===== config.mk =====
export PLATFORM = sky130hd
export DESIGN_NAME = spislave
export DESIGN_NICKNAME = d
export VERILOG_FILES = /design/src/rtl/spislave.sv
export SDC_FILE = /design/constraint.sdc
export NUM_CORES = 1
export LEC_CHECK = 0
export ABC_AREA = 1
export BUFFER_PORTS_ARGS = -buffer_cell sky130_fd_sc_hd__buf_2
export CAP_MARGIN = 5
export CORE_MARGIN = 1
export CORE_UTILIZATION = 40
export CTS_CLUSTER_DIAMETER = 60
export CTS_CLUSTER_SIZE = 25
export DETAILED_ROUTE_END_ITERATION = 16
export PLACE_DENSITY = 0.59
export SKIP_CTS_REPAIR_TIMING = 1
export SYNTH_ARGS = -nofsm -noshare
export SYNTH_HDL_FRONTEND = slang
export SYNTH_SLANG_ARGS = --single-unit

===== constraint.sdc =====
create_clock -name clk -period 3 [get_ports clk]
set_clock_uncertainty 0.2 [all_clocks]
set_input_delay 0.3 -clock clk [delete_from_list [all_inputs] [get_ports clk]]
set_output_delay 0.3 -clock clk [all_outputs]
set_load 0.005 [all_outputs]

===== src/rtl/spislave.sv =====
// SPI mode-0 receiver with Avalon-MM drained word FIFO.
// Define SPISLAVE_OVERFLOW_EN for the sticky overflow flag on readdata[29].
module spislave #(
  parameter int N     = 16,
  parameter int DEPTH = 4
) (
  input  logic        clk,
  input  logic        reset,
  input  logic        avs_read,
  input  logic        avs_write,
  input  logic [31:0] avs_writedata,
  output logic [31:0] avs_readdata,
  input  logic        coe_sclk,
  input  logic        coe_mosi,
  input  logic        coe_csn,
  input  logic        coe_dcn,
  output logic        irq
);

  localparam int AW = $clog2(DEPTH);
  localparam int PW = AW + 1;
  localparam int CW = (N > 1) ? $clog2(N) : 1;

  typedef enum logic {IDLE, SHIFT} state_e;

  logic [2:0] sclk_q;
  logic [1:0] mosi_q;
  logic [1:0] csn_q;
  logic [1:0] dcn_q;

  always_ff @(posedge clk or posedge reset) begin
    if (reset) begin
      sclk_q <= '0;
      mosi_q <= '0;
      csn_q  <= '1;
      dcn_q  <= '0;
    end else begin
      sclk_q <= {sclk_q[1:0], coe_sclk};
      mosi_q <= {mosi_q[0], coe_mosi};
      csn_q  <= {csn_q[0], coe_csn};
      dcn_q  <= {dcn_q[0], coe_dcn};
    end
  end

  logic sclk_rise;
  logic csn_s;
  logic flush;
  assign sclk_rise = sclk_q[1] & ~sclk_q[2];
  assign csn_s     = csn_q[1];
  assign flush     = avs_write & avs_writedata[0];

  state_e        state_q;
  logic [CW-1:0] cnt_q;
  logic [N-1:0]  shift_q;
  logic [N:0]    shift_ext;
  logic [N-1:0]  shift_nx;
  logic          push_q;
  logic [N:0]    pword_q;

  // Extended concat keeps the shift legal for N == 1.
  assign shift_ext = {shift_q, mosi_q[1]};
  assign shift_nx  = shift_ext[N-1:0];

  always_ff @(posedge clk or posedge reset) begin
    if (reset) begin
      state_q <= IDLE;
      cnt_q   <= '0;
      shift_q <= '0;
      push_q  <= 1'b0;
      pword_q <= '0;
    end else begin
      push_q <= 1'b0;
      case (state_q)
        IDLE: begin
          cnt_q <= '0;
          if (!csn_s) state_q <= SHIFT;
        end
        SHIFT: begin
          if (csn_s) begin
            state_q <= IDLE;
            cnt_q   <= '0;
          end else if (flush) begin
            cnt_q <= '0;
          end else if (sclk_rise) begin
            shift_q <= shift_nx;
            if (cnt_q == CW'(N - 1)) begin
              cnt_q   <= '0;
              push_q  <= 1'b1;
              pword_q <= {dcn_q[1], shift_nx};
            end else begin
              cnt_q <= cnt_q + CW'(1);
            end
          end
        end
        default: state_q <= IDLE;
      endcase
    end
  end

  logic [N:0]    mem [DEPTH];
  logic [PW-1:0] wptr_q;
  logic [PW-1:0] rptr_q;
  logic          empty;
  logic          full;
  logic          do_pop;
  logic          do_push;
  logic          drop;
  logic          ovf;
  logic [N:0]    head;

  assign empty   = (wptr_q == rptr_q);
  assign full    = (wptr_q[AW] != rptr_q[AW]) && (wptr_q[AW-1:0] == rptr_q[AW-1:0]);
  assign do_pop  = avs_read & ~empty & ~flush;
  // A pop in the same cycle frees the slot the push needs.
  assign do_push = push_q & (~full | do_pop) & ~flush;
  assign drop    = push_q & full & ~do_pop & ~flush;
  assign head    = mem[rptr_q[AW-1:0]];

  always_ff @(posedge clk or posedge reset) begin
    if (reset) begin
      wptr_q <= '0;
      rptr_q <= '0;
    end else if (flush) begin
      rptr_q <= wptr_q;
    end else begin
      if (do_push) wptr_q <= wptr_q + PW'(1);
      if (do_pop)  rptr_q <= rptr_q + PW'(1);
    end
  end

  always_ff @(posedge clk) begin
    if (do_push) mem[wptr_q[AW-1:0]] <= pword_q;
  end

  logic unused_wdata;

`ifdef SPISLAVE_OVERFLOW_EN
  logic ovf_q;
  always_ff @(posedge clk or posedge reset) begin
    if (reset)                                ovf_q <= 1'b0;
    else if (drop)                            ovf_q <= 1'b1;
    else if (avs_write && avs_writedata[1])   ovf_q <= 1'b0;
  end
  assign ovf          = ovf_q;
  assign unused_wdata = ^avs_writedata[31:2];
`else
  assign ovf          = 1'b0;
  assign unused_wdata = ^{avs_writedata[31:1], drop};
`endif

  always_comb begin
    avs_readdata     = '0;
    avs_readdata[29] = ovf;
    if (!empty) begin
      avs_readdata[31]    = 1'b1;
      avs_readdata[30]    = head[N];
      avs_readdata[N-1:0] = head[N-1:0];
    end
  end

  assign irq = ~empty | ovf;

endmodule


# [After elaboration in Yosys (flattened, before gate mapping)]
# Memory sizes are Yosys's and may differ from the RTL's.
# Cells that the tools add are included.
[word_totals] reg_bits=53 latch_bits=0 mem_bits_rw=68 mem_bits_ro=0 output_inout_bits=33 memories=1
[classes] n_addsub=3 multipliers=0 n_div=0 n_lt_le_gt_ge=0 eq_ne=5 shifts=0 muxes=17 bitwise=13 n_reduce_logical=5
[memory_table] memory="mem" words=4 word_bits=17 rd=1 rd_ports_with_merged_regs=0 write_ports=1 line_no="100" source="logic [N:0] mem [DEPTH];"
[op_table] operator="16-bit two-way mux" n=1
[op_table] operator="4-bit two-way mux" n=4
[op_table] operator="1-bit two-way mux" n=8
[op_table] operator="4-bit one-hot mux with 2 select lines" n=1
[op_table] operator="3-bit by 1-bit adder with 3-bit output (second input constant)" n=2
[op_table] operator="1-bit AND" n=6
[op_table] operator="3-bit two-way mux" n=2
[op_table] operator="1-bit inverter" n=6
[op_table] operator="5-bit AND reduction" n=1
[op_table] operator="4-bit by 1-bit adder with 4-bit output (second input constant)" n=1
[op_table] operator="4-bit equality test (second input constant)" n=1
[op_table] operator="4-bit inequality test (second input constant)" n=1
[op_table] operator="4-bit AND reduction" n=1
[op_table] operator="3-bit equality test" n=1
[op_table] operator="2-bit equality test" n=1
[op_table] operator="2-bit two-way mux" n=1
[op_table] operator="2-bit AND reduction" n=1
[op_table] operator="2-bit nonzero test" n=1
[op_table] operator="1-bit logical AND" n=1
[op_table] operator="1-bit inequality test" n=1
[op_table] operator="1-bit OR" n=1

# [Depth between registers and ports, before layout]
# Gate-level depths: netlist of the first run.
[logic_depth] depth_word=9 mapped_depth=9

# [Least setup slack after synthesis of the first run]
# OpenSTA, ideal clock, no wires.
[synth_timing] path_kind="register -> register" start="reg rptr_q[0]" end="mem mem[0][0] (netlist name), enable pin" setup_ps=391 arrival_time_ps=1716 path_slack_ps=694 stages_incl_launch_ff=7 n_path_buf=1 synth_period_minus_slack_ps=2306 path_cell_list="dfrtp_1 -> buf_4 -> nand2_1 -> nand2_1 -> nand3_1 -> nand2_1 -> nor2_1"
[synth_via] elab_chain_len=9
[synth_lines] item="start: declaration" line_no="102" source="logic [PW-1:0] rptr_q;"
[synth_lines] item="start signal: assignment" line_no="124" source="rptr_q <= wptr_q;"
[synth_lines] item="start signal: assignment" line_no="127" source="if (do_pop) rptr_q <= rptr_q + PW'(1);"
[synth_lines] item="3-bit equality test" line_no="111" source="assign empty = (wptr_q == rptr_q);"
[synth_lines] item="1-bit inverter" line_no="113" source="assign do_pop = avs_read & ~empty & ~flush;"
[synth_lines] item="1-bit AND (2 in series)" line_no="113"
[synth_lines] item="1-bit OR (*)" line_no="115" source="assign do_push = push_q & (~full | do_pop) & ~flush;"
[synth_lines] item="1-bit AND (*) (2 in series)" line_no="115"
[synth_lines] item="1-bit two-way mux (*)" line_no="132" source="if (do_push) mem[wptr_q[AW-1:0]] <= pword_q;"
[synth_lines] item="1-bit two-way mux (not written as such) (*)" line_no="132"
[synth_lines] item="end: declaration" line_no="100"
# Every way passes the cells marked *; elsewhere a longest branch is shown, timed or not.

# [Worst setup path in the final report of the first run]
[layout_timing] start="reg rptr_q[0]" end="out avs_readdata[8]"
[layout_via] elab_chain_len=2
[layout_lines] item="memory read 4 x 17 bit or 3-bit equality test (tied branches)"
[layout_lines] item="16-bit two-way mux (*)" line_no="154" source="if (!empty) begin"
[layout_lines] item="end: declaration" line_no="12" source="output logic [31:0] avs_readdata,"
# Marks and branches as above.

==> impl_metrics.ini, run 1 <==
[outcome]
status = finished, final reports clean

[power]
switching_power_mw = 1.42
p_total_mw = 4.79
p_int_mw = 3.37
clockPowerShare_pct = 37.9
ir_worst_vdd_mv = 0.325
seqPwrFrac_pct = 40.1
powerDensity_mw_per_mm2 = 817
switching_share_pct = 29.5
leakagePower_nw = 2.53
comb_power_share_pct = 22.0

[timing]
hold_violations = 0
fin_setup_tns_ns = 0
slew_headroom_pct = 61.2
finalMaxSlewViolations = 0
fmax_mhz = 410
fin_crit_sh_pct = 81.3
setup_violations = 0
setup_slack_ns = 0.562
fin_crit_ns = 2.44
worstMarginPinSlew_ns = 0.580
rsz0062_at_grt = false

[routing]
final_antenna_net_count = 0
wl_per_cell_um = 13.4
dr.pass1.iters = 5
finalWirelength_mm = 9.04
drt-initial-drc-count = 200
drc = 0
detailroute.via_count = 3160
routed_via_density = 4.67

[place]
pre_cts_ws_ns = 0.890
portBuffers = 27
place_hpwl_mm = 5.53
gp_congestion = 0.757

[clock_network]
cts_buffers = 17
ctsHtreeMaxLevel = 4
clock_sinks = 121
tritoncts = built
root_buffer = clkbuf_16
clkLatencyLatePin_ns = 0.40
clockBufferDepth = 2
clk_pin_slew_ns = 0.05

[worst_setup_path]
end_kind = output pin
arrival_ns = 1.94
worst_ep_required_time_ns = 2.50
worstSetupPathType = flop to output pin
r2r-start = rptr_q[0]
crit_path_start = rptr_q[0]
crit_fanout = 28
startpoint_type = flop

[floorplan]
io_pins = 73
die_x_um = 114
die_y_um = 114
rows = 40
core_mm2 = 0.0121
start_util_pct = 41.3
dieArea_mm2 = 0.0130

[finish]
diodes = 0
seq_area_mm2 = 0.00337
area_growth_pct = 17.2
nets = 541
multi_input_area_mm2 = 0.00128
n_fill_cell = 1111
drive_gt1_share_pct = 15.2

[yosys]
synth.distinct_cells = 25
yosysSeqAreaShare_pct = 67.4
syn-cell-area_mm2 = 0.00500
yosysWarnings = 0
syn_area_per_cell_um2 = 11.0
synthesis.instances = 453
synth_seq_cells = 121

[global_route]
grt_max_degree = 50
antenna_found_initial = 0
grt_overflow = 0
grt_pass1_wl_mm = 15.1
grt_pass1_vias = 3144
track_usage_pct = 15.4

[run]
maxCapViolations = 0

[hold_path]
holdCritStartpoint = avs_read
hold_path_class = primary input to flop
[final cells by class]
class / instances / share of cell area (%)
flip-flops and latches: 121 / 57.5
clock buffers: 25 / 8.47
well taps: 168 / 3.58
clock inverters: 7 / 0.747
multi-input cells: 269 / 21.8
inverters: 43 / 2.88
repair buffers: 43 / 4.99
[path summary, 6_finish.rpt]
| check | cells after the start | end | slack, ns |
|---|---|---|---|
| max | 6 | avs_readdata[8] | 0.56 |
| min | 4 | rptr_q[0] | 0.03 |
| max reg2reg | 7 | mem[2][14] | 0.90 |
| min reg2reg | 0 | sclk_q[1] | 0.15 |
| max in group asynchronous | 4 | pword_q[7] | 1.67 |
| min in group asynchronous | 3 | wptr_q[0] | 0.31 |
[cells in the final DEF (no fill, tap or decap)]
| cell | synthesis | routed |
|---|---|---|
| xor2_1 | 3 | 3 |
| nand2_4 | 1 | 1 |
| clkinv_4 | 0 | 1 |
| buf_12 | 0 | 2 |
| nand4_1 | 1 | 1 |
| a21oi_1 | 7 | 7 |
| dfrtp_1 | 51 | 51 |
| ha_1 | 6 | 6 |
| inv_1 | 40 | 39 |
| inv_2 | 0 | 1 |
| nand3_1 | 9 | 9 |
| buf_4 | 17 | 9 |
| nor2_4 | 2 | 2 |
| nor2_1 | 49 | 49 |
| xnor2_1 | 1 | 1 |
| clkbuf_8 | 0 | 2 |
| buf_2 | 5 | 27 |
| clkbuf_1 | 6 | 5 |
| clkbuf_16 | 0 | 18 |
| nand2_1 | 91 | 91 |
| o22ai_1 | 17 | 17 |
| conb_1 | 1 | 14 |
| o21ai_1 | 9 | 9 |
| dlygate4sd3_1 | 0 | 5 |
| clkinvlp_4 | 0 | 2 |
| nand2_2 | 1 | 1 |
| o21ai_0 | 56 | 56 |
| dfstp_2 | 2 | 2 |
| nand3_4 | 2 | 2 |
| edfxtp_1 | 68 | 68 |
| clkinv_2 | 0 | 4 |
| inv_4 | 3 | 3 |
[worst max-delay path: stages, from the launching register on]
cell and delay (ns):
dfrtp_1 0.59, buf_4 0.37, o21ai_0 0.14, o22ai_1 0.18
nand2_1 0.09, inv_1 0.06, buf_2 0.10
[metrics by stage]
stage / utilization (%) / std cells / hold slack (ns) / area, um^2
floorplan: - / 466 / 0.104 / 5050
global placement: 43.5 / 639 / 0.133 / 5270
detailed placement: 43.5 / 639 / 0.135 / 5270
CTS: 48.0 / 671 / -0.226 / 5810
global route: 48.4 / 676 / 0.0415 / 5860
finish: 48.4 / 676 / 0.0304 / 5860
[synthesized netlist by cell type (all sizes together)]
master,number,area (um^2)
ha,6,75.1
nor2,51,206
a21oi,7,35.0
dfstp,2,52.6
edfxtp,68,2040
o21ai,65,325
nand4,1,6.26
o22ai,17,106
clkbuf,6,22.5
xor2,3,26.3
buf,27,209
nand2,93,359
nand3,11,80.1
dfrtp,51,1280
xnor2,1,8.76
conb,1,3.75
inv,43,169
[sequential cells by signal (all words and copies together), names as in the netlist]
signal	count
push_q	1
state_q	1
rptr_q	3
sclk_q	3
wptr_q	3
cnt_q	4
mosi_q	2
shift_q	15
dcn_q	2
pword_q	17
mem	68
csn_q	2
[logic make-up after synthesis]
group	share of synthesized area (%)
flops	67.4
compound gates	9.33
buf+inv	8.00
fa+ha+maj	1.50
other cells	0.0749
xor+xnor	0.700
simple gates	13.0
[routing by layer]
metal / part of all wire (%) / track usage, %
met5: 0 / 0
met4: 1.3 / 6.93
met3: 3.3 / 3.77
met2: 51 / 25.7
met1: 44 / 19.0
[power by group through the flow]
stage	Combinational [mW]	Sequential, mW	Clock (mW)
after floorplan	0.756	1.90	0
after global placement	1.05	1.95	0
after detailed placement	1.07	1.95	0
after CTS	1.07	1.92	1.85
after global routing	1.22	1.93	1.94
final	1.05	1.92	1.81
Note: power is estimated with default switching activity, not from simulation.
==> inputs of run 2 (changes only) <==
PLACE_DENSITY = 0.62   (was 0.59)
clock period = 2.1 ns   (was 3 ns; I/O delays follow)
==> run 2 against run 1 <==
Against the previous run: power up 62%; final cell count up 3.1%; setup slack worse by 0.55 ns; via count up 4.3%; global-route usage down 0.22 points; die area unchanged; utilization up 3.9 points; sequential power up 43%; register-to-register slack worse by 0.82 ns; count of clock-buffer cells in the layout down 3; highest routed layer unchanged.
==> impl_metrics.ini, run 2 (synthesis gave the netlist of run 1 again) <==
[worst_setup_path]
worst_ep_required_time_ns = 1.69
worstSetupPathType = flop to output pin
timing.rr.end = mem[1][12]
startpoint_type = flop
end_kind = output pin
r2r-start = rptr_q[0]
rr_worst_depth = 7
ff2ff_setup_slack_ns = 0.08
arrival_ns = 1.68
crit_fanout = 6
crit_path_start = rptr_q[0]

[power]
seqPwrFrac_pct = 35.2
powerDensity_mw_per_mm2 = 1230
leakagePower_nw = 2.74
switching_power_mw = 2.36
p_int_mw = 5.41
comb_power_share_pct = 29.4
switching_share_pct = 30.3
ir_worst_vdd_mv = 0.606
p_total_mw = 7.77
clockPowerShare_pct = 35.4

[place]
place_hpwl_mm = 5.83
portBuffers = 27
placed_area_mm2 = 0.00529
dp.cells = 644
pre_cts_ws_ns = 0.123
gp_congestion = 0.760

[clock_network]
tritoncts = built
clk_pin_slew_ns = 0.05
cts_buffers = 17
clockBufferDepth = 2
root_buffer = clkbuf_16
clock_sinks = 121
ctsHtreeMaxLevel = 4
clkLatencyLatePin_ns = 0.41

[timing]
finalMaxSlewViolations = 0
fin_crit_sh_pct = 99.6
hold_violations = 0
fmax_mhz = 478
fin_setup_tns_ns = 0
setup_slack_ns = 0.00879
hold_ws_ns = 0.0138
rsz0062_at_grt = true
fin_crit_ns = 2.09
setup_violations = 0

[routing]
detailroute.via_count = 3297
wl_per_cell_um = 14.6
final_antenna_net_count = 0
drt-initial-drc-count = 180
routed_via_density = 4.73
finalWirelength_mm = 10.2
drc = 0
dr.pass1.iters = 4

[global_route]
met1_usage_pct = 17.7
grt_pass1_vias = 3005
track_usage_pct = 15.2
busiest_layer = met2
antenna_found_initial = 0
grt_overflow = 0
grt_pass1_wl_mm = 14.4
globalRouteMet2Util_pct = 25.2
grt_max_degree = 49
globalRouteMet3Util_pct = 6.11

[floorplan]
core_mm2 = 0.0121
die_y_um = 114
rows = 40
io_pins = 73
dieArea_mm2 = 0.0130
die_x_um = 114
start_util_pct = 41.3

[finish]
mostFrequentLayoutCell = nand2_1
n_fill_cell = 1054
nets = 562
seq_area_mm2 = 0.00337
multi_input_area_mm2 = 0.00148
area_growth_pct = 26.5
final_cell_mix = 85 x nand2_1, 68 x edfxtp_1, 48 x dfrtp_1, 37 x inv_1, 34 x o21ai_0
fin_cells = 697
drive_gt1_share_pct = 26.8
fin_util_pct = 52.3
largest_reg_flops = 68
stdcell_area_mm2 = 0.00633
diodes = 0

[hold_path]
hold_end = rptr_q[2]
min_path_cells = 5
hold_path_class = primary input to flop
holdCritStartpoint = avs_write

[run]
maxCapViolations = 0

[outcome]
status = finished, final reports clean
run 2: cell types whose count changed in the layout (fill, tap and decap cells not counted), moves of 6 or more:
cell	previous run	this run
nor2_2	0	17
nand2_1	91	85
o22ai_2	0	6
nor2_1	49	31
buf_4	9	17
o21ai_2	0	13
o21ai_1	9	18
o21ai_0	56	34
o22ai_1	17	11
run 2: how the worst max path moves through the flow:
stage	to	slack, ns	cells after the start
3_5_place_dp	mem[1][2]	0.12	7
5_1_grt	avs_readdata[5]	-0.07	8
6_report	avs_readdata[3]	0.009	8
2_1_floorplan	mem[0][0]	-0.21	6
3_3_place_gp	mem[1][16]	0.14	7
4_1_cts	avs_readdata[11]	-0.22	6
run 2: worst max-delay path, cell delays in order, from the launching register on:
cell      delay [ns]
dfrtp_2         0.47
clkinv_4        0.12
nand2_2         0.07
nand2_4         0.13
nand3_4         0.10
buf_4           0.17
nand2_1         0.06
inv_1           0.03
buf_2           0.11
run 2: power by group through the flow:
stage	clock network, mW	registers (mW)	logic [mW]
after floorplan	0	2.72	1.08
after global placement	0	2.76	1.51
after detailed placement	0	2.76	1.54
after CTS	2.79	2.72	1.55
after global routing	2.90	2.75	2.50
final	2.75	2.74	2.28
run 2: metal layers:
layer,part of all wire (%),routed length [um],vias up
met3,5.5,564,9
li1,-,-,1614
met4,1.3,133,0
met5,0,0,-
met2,52,5300,80
met1,41,4190,1594
run 2: cell type report:
class / instances / area share [%]
multi-input cells: 271 / 23.4
flip-flops and latches: 121 / 53.3
well taps: 168 / 3.32
inverters: 43 / 2.71
clock inverters: 10 / 1.58
repair buffers: 62 / 8.32
clock buffers: 22 / 7.35
==> inputs of run 3 (changes only) <==
RECOVER_POWER = 25   (was not set)
SETUP_SLACK_MARGIN = 0.4   (was not set)
==> run 3 against run 2 <==
Against the previous run: the run now ends with setup timing left; sequential share of layout area shrank 2.0 points; critical path depth is the same; setup slack lost 0.035 ns; non-clock buffer count grew 9; utilization grew 2.1 points; count of clock-buffer cells in the layout shrank 5; register-to-register slack gained 0.16 ns; maximum frequency shrank 1.6%; cell area grew 4.1%; critical endpoint is now avs_readdata[13].
==> impl_metrics.ini, run 3 (synthesis gave the netlist of run 1 again) <==
[timing]
fmax_mhz = 470
setup_slack_ns = -0.0261
finalMaxSlewViolations = 0
rsz0062_at_grt = true
fin_crit_ns = 2.13
hold_violations = 0
setup_violations = 3
fin_crit_sh_pct = 101
worstMarginPinSlew_ns = 0.587
slew_headroom_pct = 60.8
hold_ws_ns = 0.00323

[place]
gp_congestion = 0.750
portBuffers = 27
placed_area_mm2 = 0.00543
place_hpwl_mm = 5.68

[clock_network]
ctsHtreeMaxLevel = 4
cts_buffers = 17
clk_pin_slew_ns = 0.06
tritoncts = built
clkLatencyLatePin_ns = 0.40
root_buffer = clkbuf_16
clock_sinks = 121
clockBufferDepth = 2

[routing]
final_antenna_net_count = 0
routed_via_density = 4.75
dr.pass1.iters = 4
drt-initial-drc-count = 178
drc = 0
finalWirelength_mm = 10.2
wl_per_cell_um = 14.5
detailroute.via_count = 3343

[worst_setup_path]
worst_ep_required_time_ns = 1.69
crit_path_start = rptr_q[0]
end_kind = output pin
r2r-start = wptr_q[2]
startpoint_type = flop
worstSetupPathType = flop to output pin
crit_fanout = 7
arrival_ns = 1.72

[hold_path]
holdCritStartpoint = avs_writedata[0]
hold_path_class = primary input to flop

[finish]
n_fill_cell = 1004
stdcell_area_mm2 = 0.00659
nets = 569
largest_reg_flops = 68
final_cell_mix = 68 x nand2_1, 68 x edfxtp_1, 46 x dfrtp_1, 42 x nor2_1, 41 x o21ai_0
diodes = 0
drive_gt1_share_pct = 30.2
seq_area_mm2 = 0.00338
multi_input_area_mm2 = 0.00149
area_growth_pct = 31.7

[floorplan]
core_mm2 = 0.0121
io_pins = 73
start_util_pct = 41.3
die_x_um = 114
dieArea_mm2 = 0.0130
rows = 40
die_y_um = 114

[power]
seqPwrFrac_pct = 33.3
ir_worst_vdd_mv = 0.536
p_int_mw = 5.65
powerDensity_mw_per_mm2 = 1240
switching_power_mw = 2.52
switching_share_pct = 30.8
comb_power_share_pct = 30.2
leakagePower_nw = 2.81
clockPowerShare_pct = 36.5

[global_route]
grt_max_degree = 31
track_usage_pct = 15.7
grt_overflow = 0
grt_pass1_wl_mm = 15.1
antenna_found_initial = 0
grt_pass1_vias = 3087

[outcome]
violations = setup timing
status = finished with violations

[run]
maxCapViolations = 0
==> run 3: cell types whose count changed in the layout (fill, tap and decap cells not counted), sizes merged <==
cell	delta
buf	+9
inv	+6
clkbuf	-4
clkinv	-2
nand3	-2
bufinv	+1
dlygate4sd3	-1
==> run 3: through the flow <==
step	util, %	power [mW]	worst slack, ns	cells	setup TNS, ns
after floorplan	-	3.84	0.335	466	0
after global placement	44.8	4.42	0.323	644	0
after detailed placement	44.8	4.46	0.314	644	0
after CTS	49.9	7.45	-0.129	676	-1.68
after global routing	54.4	8.58	-0.0815	704	-0.850
final	54.4	8.17	-0.0261	704	-0.0619
==> run 3: power by group through the flow <==
stage	Combinational [mW]	Clock [mW]	Sequential, mW
2_1_floorplan	1.12	0	2.72
3_3_place_gp	1.66	0	2.76
3_5_place_dp	1.69	0	2.76
4_1_cts	1.70	3.03	2.72
5_1_grt	2.69	3.16	2.74
6_report	2.47	2.99	2.72
==> run 3: layout make-up <==
cell class                 count  area share (%)
clock buffer                  17            6.46
clock inverter                15            2.87
inverter                      43            2.64
multi-input combinational    269            22.7
sequential                   121            51.3
tap                          168            3.19
timing repair buffer          71            10.9
==> run 3: final timing paths <==
kind                                         end  slack [ns]  cells past startpoint
worst min register to register         sclk_q[1]        0.15                      0
max in group asynchronous              rptr_q[1]        0.86                      4
min in group asynchronous              sclk_q[0]        0.21                      3
worst min-delay path                   rptr_q[2]       0.003                      4
worst max-delay path            avs_readdata[13]       -0.03                      8
worst max register to register        mem[0][15]        0.24                      9
==> run 3: critical path, stage by stage, from the launching register on <==
cell and delay [ns]:
dfrtp_2 0.45, clkinv_4 0.12, buf_12 0.14, clkbuf_16 0.15, o21ai_2 0.12, o22ai_1 0.11, nand2_1 0.08, inv_1 0.04
buf_2 0.11
==> run 3: per-layer routing <==
layer	wire, um	track usage, %	share of wire [%]
met5	0	0	0
met3	409	4.62	4.0
met2	5160	25.9	51
met1	4490	19.7	44
met4	114	5.37	1.1
